## config.mk

```make
export PLATFORM = sky130hd
export DESIGN_NAME = cordic_sched
export DESIGN_NICKNAME = d
export VERILOG_FILES = /design/src/rtl/cordic_pkg.sv /design/src/rtl/rr_arbiter.sv /design/src/rtl/cordic_sched.sv
export SDC_FILE = /design/constraint.sdc
export NUM_CORES = 1
export LEC_CHECK = 0
export BUFFER_PORTS_ARGS = -buffer_cell sky130_fd_sc_hd__buf_2
export CAP_MARGIN = 30
export CORE_AREA = 3 3 171 173
export CTS_CLUSTER_DIAMETER = 120
export DETAILED_ROUTE_END_ITERATION = 10
export DIE_AREA = 0 0 174 176
export HOLD_SLACK_MARGIN = 0.02
export SLEW_MARGIN = 0
export SYNTH_ARGS = -nofsm -noshare
export SYNTH_HDL_FRONTEND = slang
export SYNTH_SLANG_ARGS = --single-unit
export TNS_END_PERCENT = 30
```

## constraint.sdc

```tcl
create_clock -name clk -period 7.5 [get_ports clk]
set_input_delay 1.125 -clock clk [delete_from_list [all_inputs] [get_ports clk]]
set_output_delay 1.125 -clock clk [all_outputs]
set_load 0.02 [all_outputs]
```

## src/rtl/cordic_pkg.sv

```systemverilog
// rtl/cordic_pkg.sv - shared widths, FSM states and calc_mode codes for the CORDIC scheduler
package cordic_pkg;
    localparam int CORDIC_IN_W  = 20;
    localparam int CORDIC_OUT_W = 21;

    localparam logic CALC_MODE_ROTATE = 1'b0;
    localparam logic CALC_MODE_VECTOR = 1'b1;

    typedef enum logic [2:0] {
        ST_IDLE,
        ST_ISSUE,
        ST_WAIT,
        ST_RUN,
        ST_RESP
    } sched_state_t;
endpackage

```

## src/rtl/rr_arbiter.sv

```systemverilog
// rtl/rr_arbiter.sv - combinational round-robin pick: first set request at or after the pointer
module rr_arbiter #(
    parameter int NUM_REQ = 4
) (
    input  logic [NUM_REQ-1:0]         i_req,
    input  logic [$clog2(NUM_REQ)-1:0] i_ptr,
    output logic [NUM_REQ-1:0]         o_gnt,
    output logic [$clog2(NUM_REQ)-1:0] o_idx,
    output logic                       o_any
);
    localparam int IDX_W = $clog2(NUM_REQ);

    always_comb begin
        int               j;
        logic [IDX_W-1:0] w_pos;
        o_gnt = '0;
        o_idx = '0;
        o_any = 1'b0;
        j     = 0;
        w_pos = '0;
        for (int k = 0; k < NUM_REQ; k++) begin
            j = int'(i_ptr) + k;
            if (j >= NUM_REQ) begin
                j = j - NUM_REQ;
            end
            w_pos = IDX_W'(j);
            if (!o_any && i_req[w_pos]) begin
                o_any        = 1'b1;
                o_gnt[w_pos] = 1'b1;
                o_idx        = w_pos;
            end
        end
    end
endmodule

```

## src/rtl/cordic_sched.sv

```systemverilog
// rtl/cordic_sched.sv - round-robin scheduler sharing one iterative CORDIC engine between requesters
// Optional RUN-state watchdog is built when CORDIC_SCHED_TIMEOUT_EN is defined.
module cordic_sched
    import cordic_pkg::*;
#(
    parameter int NUM_REQ     = 4,
    parameter int TIMEOUT_CYC = 32
) (
    input  logic                           clk,
    input  logic                           reset,
    input  logic [NUM_REQ-1:0]             req_valid,
    input  logic [NUM_REQ-1:0]             req_mode,
    input  logic [CORDIC_IN_W*NUM_REQ-1:0] req_x0,
    input  logic [CORDIC_IN_W*NUM_REQ-1:0] req_y0,
    input  logic [CORDIC_IN_W*NUM_REQ-1:0] req_z0,
    output logic [NUM_REQ-1:0]             req_ready,
    output logic                           rsp_valid,
    input  logic                           rsp_ready,
    output logic [$clog2(NUM_REQ)-1:0]     rsp_id,
    output logic [CORDIC_OUT_W-1:0]        rsp_x,
    output logic [CORDIC_OUT_W-1:0]        rsp_y,
    output logic [CORDIC_OUT_W-1:0]        rsp_z,
    output logic                           rsp_err,
    output logic                           eng_start,
    output logic                           eng_mode,
    output logic [CORDIC_IN_W-1:0]         eng_x0,
    output logic [CORDIC_IN_W-1:0]         eng_y0,
    output logic [CORDIC_IN_W-1:0]         eng_z0,
    input  logic                           eng_busy,
    input  logic [CORDIC_OUT_W-1:0]        eng_x,
    input  logic [CORDIC_OUT_W-1:0]        eng_y,
    input  logic [CORDIC_OUT_W-1:0]        eng_z
);
    localparam int IDX_W = $clog2(NUM_REQ);

    if (NUM_REQ < 2 || NUM_REQ > 8) begin : g_bad_num_req
        $error("NUM_REQ must be in 2..8");
    end
    if (TIMEOUT_CYC < 1) begin : g_bad_timeout
        $error("TIMEOUT_CYC must be at least 1");
    end

    sched_state_t            r_state;
    logic [IDX_W-1:0]        r_ptr;
    logic [IDX_W-1:0]        r_gid;
    logic [NUM_REQ-1:0]      w_gnt;
    logic [IDX_W-1:0]        w_gnt_idx;
    logic                    w_any;
    logic [IDX_W-1:0]        w_ptr_next;
    logic                    w_mode_sel;
    logic [CORDIC_IN_W-1:0]  w_x0_sel;
    logic [CORDIC_IN_W-1:0]  w_y0_sel;
    logic [CORDIC_IN_W-1:0]  w_z0_sel;

    rr_arbiter #(.NUM_REQ(NUM_REQ)) u_arb (
        .i_req (req_valid),
        .i_ptr (r_ptr),
        .o_gnt (w_gnt),
        .o_idx (w_gnt_idx),
        .o_any (w_any)
    );

    // Grant is only offered while idle and out of reset, so all outputs read 0 during reset.
    assign req_ready  = (r_state == ST_IDLE && reset) ? w_gnt : '0;
    assign w_ptr_next = (w_gnt_idx == IDX_W'(NUM_REQ - 1)) ? '0 : w_gnt_idx + IDX_W'(1);

    always_comb begin
        w_mode_sel = 1'b0;
        w_x0_sel   = '0;
        w_y0_sel   = '0;
        w_z0_sel   = '0;
        for (int i = 0; i < NUM_REQ; i++) begin
            if (w_gnt_idx == IDX_W'(i)) begin
                w_mode_sel = req_mode[i];
                w_x0_sel   = req_x0[i*CORDIC_IN_W +: CORDIC_IN_W];
                w_y0_sel   = req_y0[i*CORDIC_IN_W +: CORDIC_IN_W];
                w_z0_sel   = req_z0[i*CORDIC_IN_W +: CORDIC_IN_W];
            end
        end
    end

`ifdef CORDIC_SCHED_TIMEOUT_EN
    localparam int TMO_W = $clog2(TIMEOUT_CYC + 1);
    logic [TMO_W-1:0] r_tmo_cnt;
`else
    assign rsp_err = 1'b0;
`endif

    always_ff @(posedge clk or negedge reset) begin
        if (!reset) begin
            r_state   <= ST_IDLE;
            r_ptr     <= '0;
            r_gid     <= '0;
            eng_start <= 1'b0;
            eng_mode  <= CALC_MODE_ROTATE;
            eng_x0    <= '0;
            eng_y0    <= '0;
            eng_z0    <= '0;
            rsp_valid <= 1'b0;
            rsp_id    <= '0;
            rsp_x     <= '0;
            rsp_y     <= '0;
            rsp_z     <= '0;
`ifdef CORDIC_SCHED_TIMEOUT_EN
            rsp_err   <= 1'b0;
            r_tmo_cnt <= '0;
`endif
        end else begin
            eng_start <= 1'b0;
            case (r_state)
                ST_IDLE: begin
                    if (w_any) begin
                        eng_mode  <= w_mode_sel;
                        eng_x0    <= w_x0_sel;
                        eng_y0    <= w_y0_sel;
                        eng_z0    <= w_z0_sel;
                        eng_start <= 1'b1;
                        r_gid     <= w_gnt_idx;
                        r_ptr     <= w_ptr_next;
                        r_state   <= ST_ISSUE;
                    end
                end
                ST_ISSUE: r_state <= ST_WAIT;
                // busy from the engine is still stale here (it powers up high), so it is not looked at.
                ST_WAIT: begin
                    r_state <= ST_RUN;
`ifdef CORDIC_SCHED_TIMEOUT_EN
                    r_tmo_cnt <= '0;
`endif
                end
                ST_RUN: begin
                    if (!eng_busy) begin
                        rsp_x     <= eng_x;
                        rsp_y     <= eng_y;
                        rsp_z     <= eng_z;
                        rsp_id    <= r_gid;
                        rsp_valid <= 1'b1;
                        r_state   <= ST_RESP;
                    end
`ifdef CORDIC_SCHED_TIMEOUT_EN
                    else if (r_tmo_cnt == TMO_W'(TIMEOUT_CYC - 1)) begin
                        rsp_x     <= '0;
                        rsp_y     <= '0;
                        rsp_z     <= '0;
                        rsp_id    <= r_gid;
                        rsp_err   <= 1'b1;
                        rsp_valid <= 1'b1;
                        r_state   <= ST_RESP;
                    end else begin
                        r_tmo_cnt <= r_tmo_cnt + 1'b1;
                    end
`endif
                end
                ST_RESP: begin
                    if (rsp_ready) begin
                        rsp_valid <= 1'b0;
`ifdef CORDIC_SCHED_TIMEOUT_EN
                        rsp_err   <= 1'b0;
`endif
                        r_state   <= ST_IDLE;
                    end
                end
                default: r_state <= ST_IDLE;
            endcase
        end
    end
endmodule

```

==> flow_summary.toml <==
[layout]
n_fill_cell = 2905
final_nets = 1473
drive_above_1_share_pct = 48.9
utilization_pct = 37.3
area_growth_pct = 43.2

[clocking]
root_buffer = "clkbuf_16"
hold_buffers = 0
clockBufferDepth = 2
clock_latency_ps = 410
clk_pin_slew_worst_paths_ps = 70
clock_sinks = 135
cts_tree = "yes"
numCtsBuffers = 17
ctsResizeCount = 0
cts_setup_buffers = 0
cts_htree_levels = 4

[power_and_ir_drop]
power_switching_w = 0.00257
ir_drop_v = 0.000244
cellLeakagePower_nw = 4.84
clockPowerShare_pct = 16.6
p_int_w = 0.00288
p_comb_share_pct = 59.2
p_per_area_nw_per_um2 = 526
seq_power_share_pct = 24.2
sw_frac_of_total_pct = 47.1

[worst_setup_path]
r2r_setup_slack_ps = 2990
crit_path_start_kind = "flop"
crit_end = "eng_x0[5]$_DFFE_PN0P_"
cp.required_ps = 7840
cp-end-kind = "flop"
crit_top_cell = "a21oi_1"
cp_top_family = "buffers and inverters"
crit_type = "reg2reg"
cpPeakStageDelay_ps = 690
r2r_start = "r_ptr[0]$_DFFE_PN0P_"
slowest_stage = "dfrtp_1"
r2r_cells = 13
r2r_end = "eng_x0[5]$_DFFE_PN0P_"
crit_fanout = 63
worst-path-stages = 13
cp_cell_sequence = "inv_1, ha_1, a21oi_1, o22ai_1, o21ai_0, ha_2, buf_4, nor2b_4, buf_4, a221oi_1, nor3_1, a21oi_1, a21oi_1"
cp-startpoint = "r_ptr[0]$_DFFE_PN0P_"
cp.arrival_ps = 4840
crit_buf_inv = 3

[floorplan]
die_y_um = 176
start_util_pct = 26.1
rows = 61
ios = 448
core_area_um2 = 27800
fp.dieArea_um2 = 30600
die_w_um = 174

[timing]
worstMarginPinSlew_ps = 887
fin_skew_ps = 13.3
max_slew_margin_pct = 40.8
setup_tns_ps = 0
clock.fmax_mhz = 222
setup_viol = 0
min_period_ps = 4510
drv_slew = 0
rsz0062_at_grt = "false"
period_share_pct = 60.1
hold_viol = 0

[place]
gp_congestion = 0.852
place_hpwl_um = 20500
port_buffers = 446

[synthesis]
synth_area_leaders = "dfrtp_1 47%, mux2_2 10%, a21oi_1 8.8%, a221oi_1 7.3%, nor2b_1 5.4%"
synth_area_um2 = 7240
synth_top_area_share_pct = 46.7
synth_seq_cells = 135
yosysTopAreaCell = "dfrtp_1"
syn_inst = 745
synth.distinct_cells = 37
synth_area_per_cell_um2 = 9.72
yosysWarnings = 0
yosysSeqAreaShare_pct = 46.7
synth_fp_nets = 1071

[grt]
grt_start_max_net_pins = 70
grt_pass1_vias = 7385
grt-ovfl-total = 0
track_usage_pct = 17.0
grt_pass1_wl_um = 41100
antenna_found_initial = 3

[detailed_routing]
drt-initial-drc-count = 357
wl_per_cell_um = 17.4
maxUsedRoutingLayer = "met4"
via_per_inst = 4.73
m1WireLength_um = 10300
routed-wl-met2_um = 13600
firstDrtPassIters = 5
remaining_drc_errors = 0
drt_wl_total_um = 26800
vias = 7286
ant_nets = 0
wl_met3_um = 1930

[worst_hold_path]
hp-class = "reg2reg"

[run]
cap_violations = 0

[run_status]
status = "finished clean"
==> how the worst min path moves through the flow <==
stage                     startpoint               endpoint  slack (ps)  depth (start not counted)
6_report        rsp_z[8]$_DFFE_PN0P_   rsp_z[8]$_DFFE_PN0P_         500                          1
4_1_cts        rsp_z[11]$_DFFE_PN0P_  rsp_z[11]$_DFFE_PN0P_         500                          1
3_3_place_gp   rsp_z[18]$_DFFE_PN0P_  rsp_z[18]$_DFFE_PN0P_         480                          1
3_5_place_dp   rsp_z[11]$_DFFE_PN0P_  rsp_z[11]$_DFFE_PN0P_         490                          1
5_1_grt        rsp_z[18]$_DFFE_PN0P_  rsp_z[18]$_DFFE_PN0P_         510                          1
2_1_floorplan   r_gid[0]$_DFFE_PN0P_   r_gid[0]$_DFFE_PN0P_         470                          1
==> cell families (layout without fill, tap and decap cells) <==
group | count (synthesis) | in the layout | synth area share [%]
adders and majority gates | 11 | 11 | 1.90
muxes | 72 | 72 | 11.2
and+or+nand+nor | 220 | 220 | 15.4
other | 1 | 3 | 0.0518
buffers and inverters | 79 | 494 | 5.01
DFF | 135 | 135 | 46.7
AOI/OAI and AO/OA | 227 | 227 | 19.8
==> through the flow <==
step / instances / power [W] / instance area [um2] / setup slack [ps] / hold WS (ps)
6_report: 1540 / 0.00546 / 10400 / 2990 / 502
5_1_grt: 1540 / 0.00592 / 10400 / 2640 / 512
4_1_cts: 1538 / 0.00553 / 10400 / 3030 / 505
3_5_place_dp: 1506 / 0.00459 / 9740 / 2870 / 489
3_3_place_gp: 1505 / 0.00453 / 9720 / 2970 / 484
2_1_floorplan: 745 / 0.00361 / 7240 / 4080 / 475
==> state kept, by name, summed over array words and instances (netlist names) <==
| register | flops |
|---|---|
| eng_y0 | 20 |
| r_gid | 2 |
| rsp_x | 21 |
| eng_start | 1 |
| rsp_y | 21 |
| rsp_z | 21 |
| r_ptr | 2 |
| eng_mode | 1 |
| eng_x0 | 20 |
| rsp_valid | 1 |
| r_state | 3 |
| rsp_id | 2 |
| eng_z0 | 20 |
==> routing by layer <==
metal	vias to the layer above	global-route usage [%]
met5	-	0
met4	0	7.44
met3	39	4.17
met2	368	30.5
met1	3364	19.2
li1	3515	-
==> placed cells by master (no fill, tap or decap), drive strengths merged <==
cell and instances:
a211oi 4, a21oi 129, a221o 1, a221oi 60
a31o 1, and2 3, and3 2, buf 454
bufinv 2, clkbuf 17, clkinv 2, clkinvlp 2
conb 1, dfrtp 135, diode 2, ha 11
inv 17, mux2 68, mux2i 4, nand2 14
nand2b 3, nand3 1, nand3b 3, nor2 67
nor2b 62, nor3 63, nor3b 1, nor4 1
o211ai 1, o21a 11, o21ai 11, o22ai 8
o311ai 1
==> synth_stat cells, drive strengths merged <==
cell type / n
a211oi: 4
a21oi: 129
a221o: 1
a221oi: 60
a31o: 1
and2: 3
and3: 2
buf: 37
clkbuf: 34
conb: 1
dfrtp: 135
ha: 11
inv: 8
mux2: 68
mux2i: 4
nand2: 14
nand2b: 3
nand3: 1
nand3b: 3
nor2: 67
nor2b: 62
nor3: 63
nor3b: 1
nor4: 1
o211ai: 1
o21a: 11
o21ai: 11
o22ai: 8
o311ai: 1
==> power groups by stage <==
stage	clock network, W	logic [W]	registers, W
4_1_cts	0.000945	0.00326	0.00132
6_report	0.000905	0.00323	0.00132
3_5_place_dp	0	0.00326	0.00133
5_1_grt	0.000976	0.00356	0.00138
2_1_floorplan	0	0.00187	0.00174
3_3_place_gp	0	0.00322	0.00132
==> cell type report <==
cell class | instances | area (um2) | share of cell area [%]
Antenna cell | 2 | 5.00 | 0.0483
Clock buffer | 17 | 425 | 4.10
Clock inverter | 15 | 199 | 1.92
Inverter | 8 | 30.0 | 0.290
Multi-Input combinational cell | 531 | 3550 | 34.2
Sequential cell | 135 | 3380 | 32.6
Tap cell | 378 | 473 | 4.56
Timing Repair Buffer | 454 | 2310 | 22.3
(Power assumes the default switching activity.)
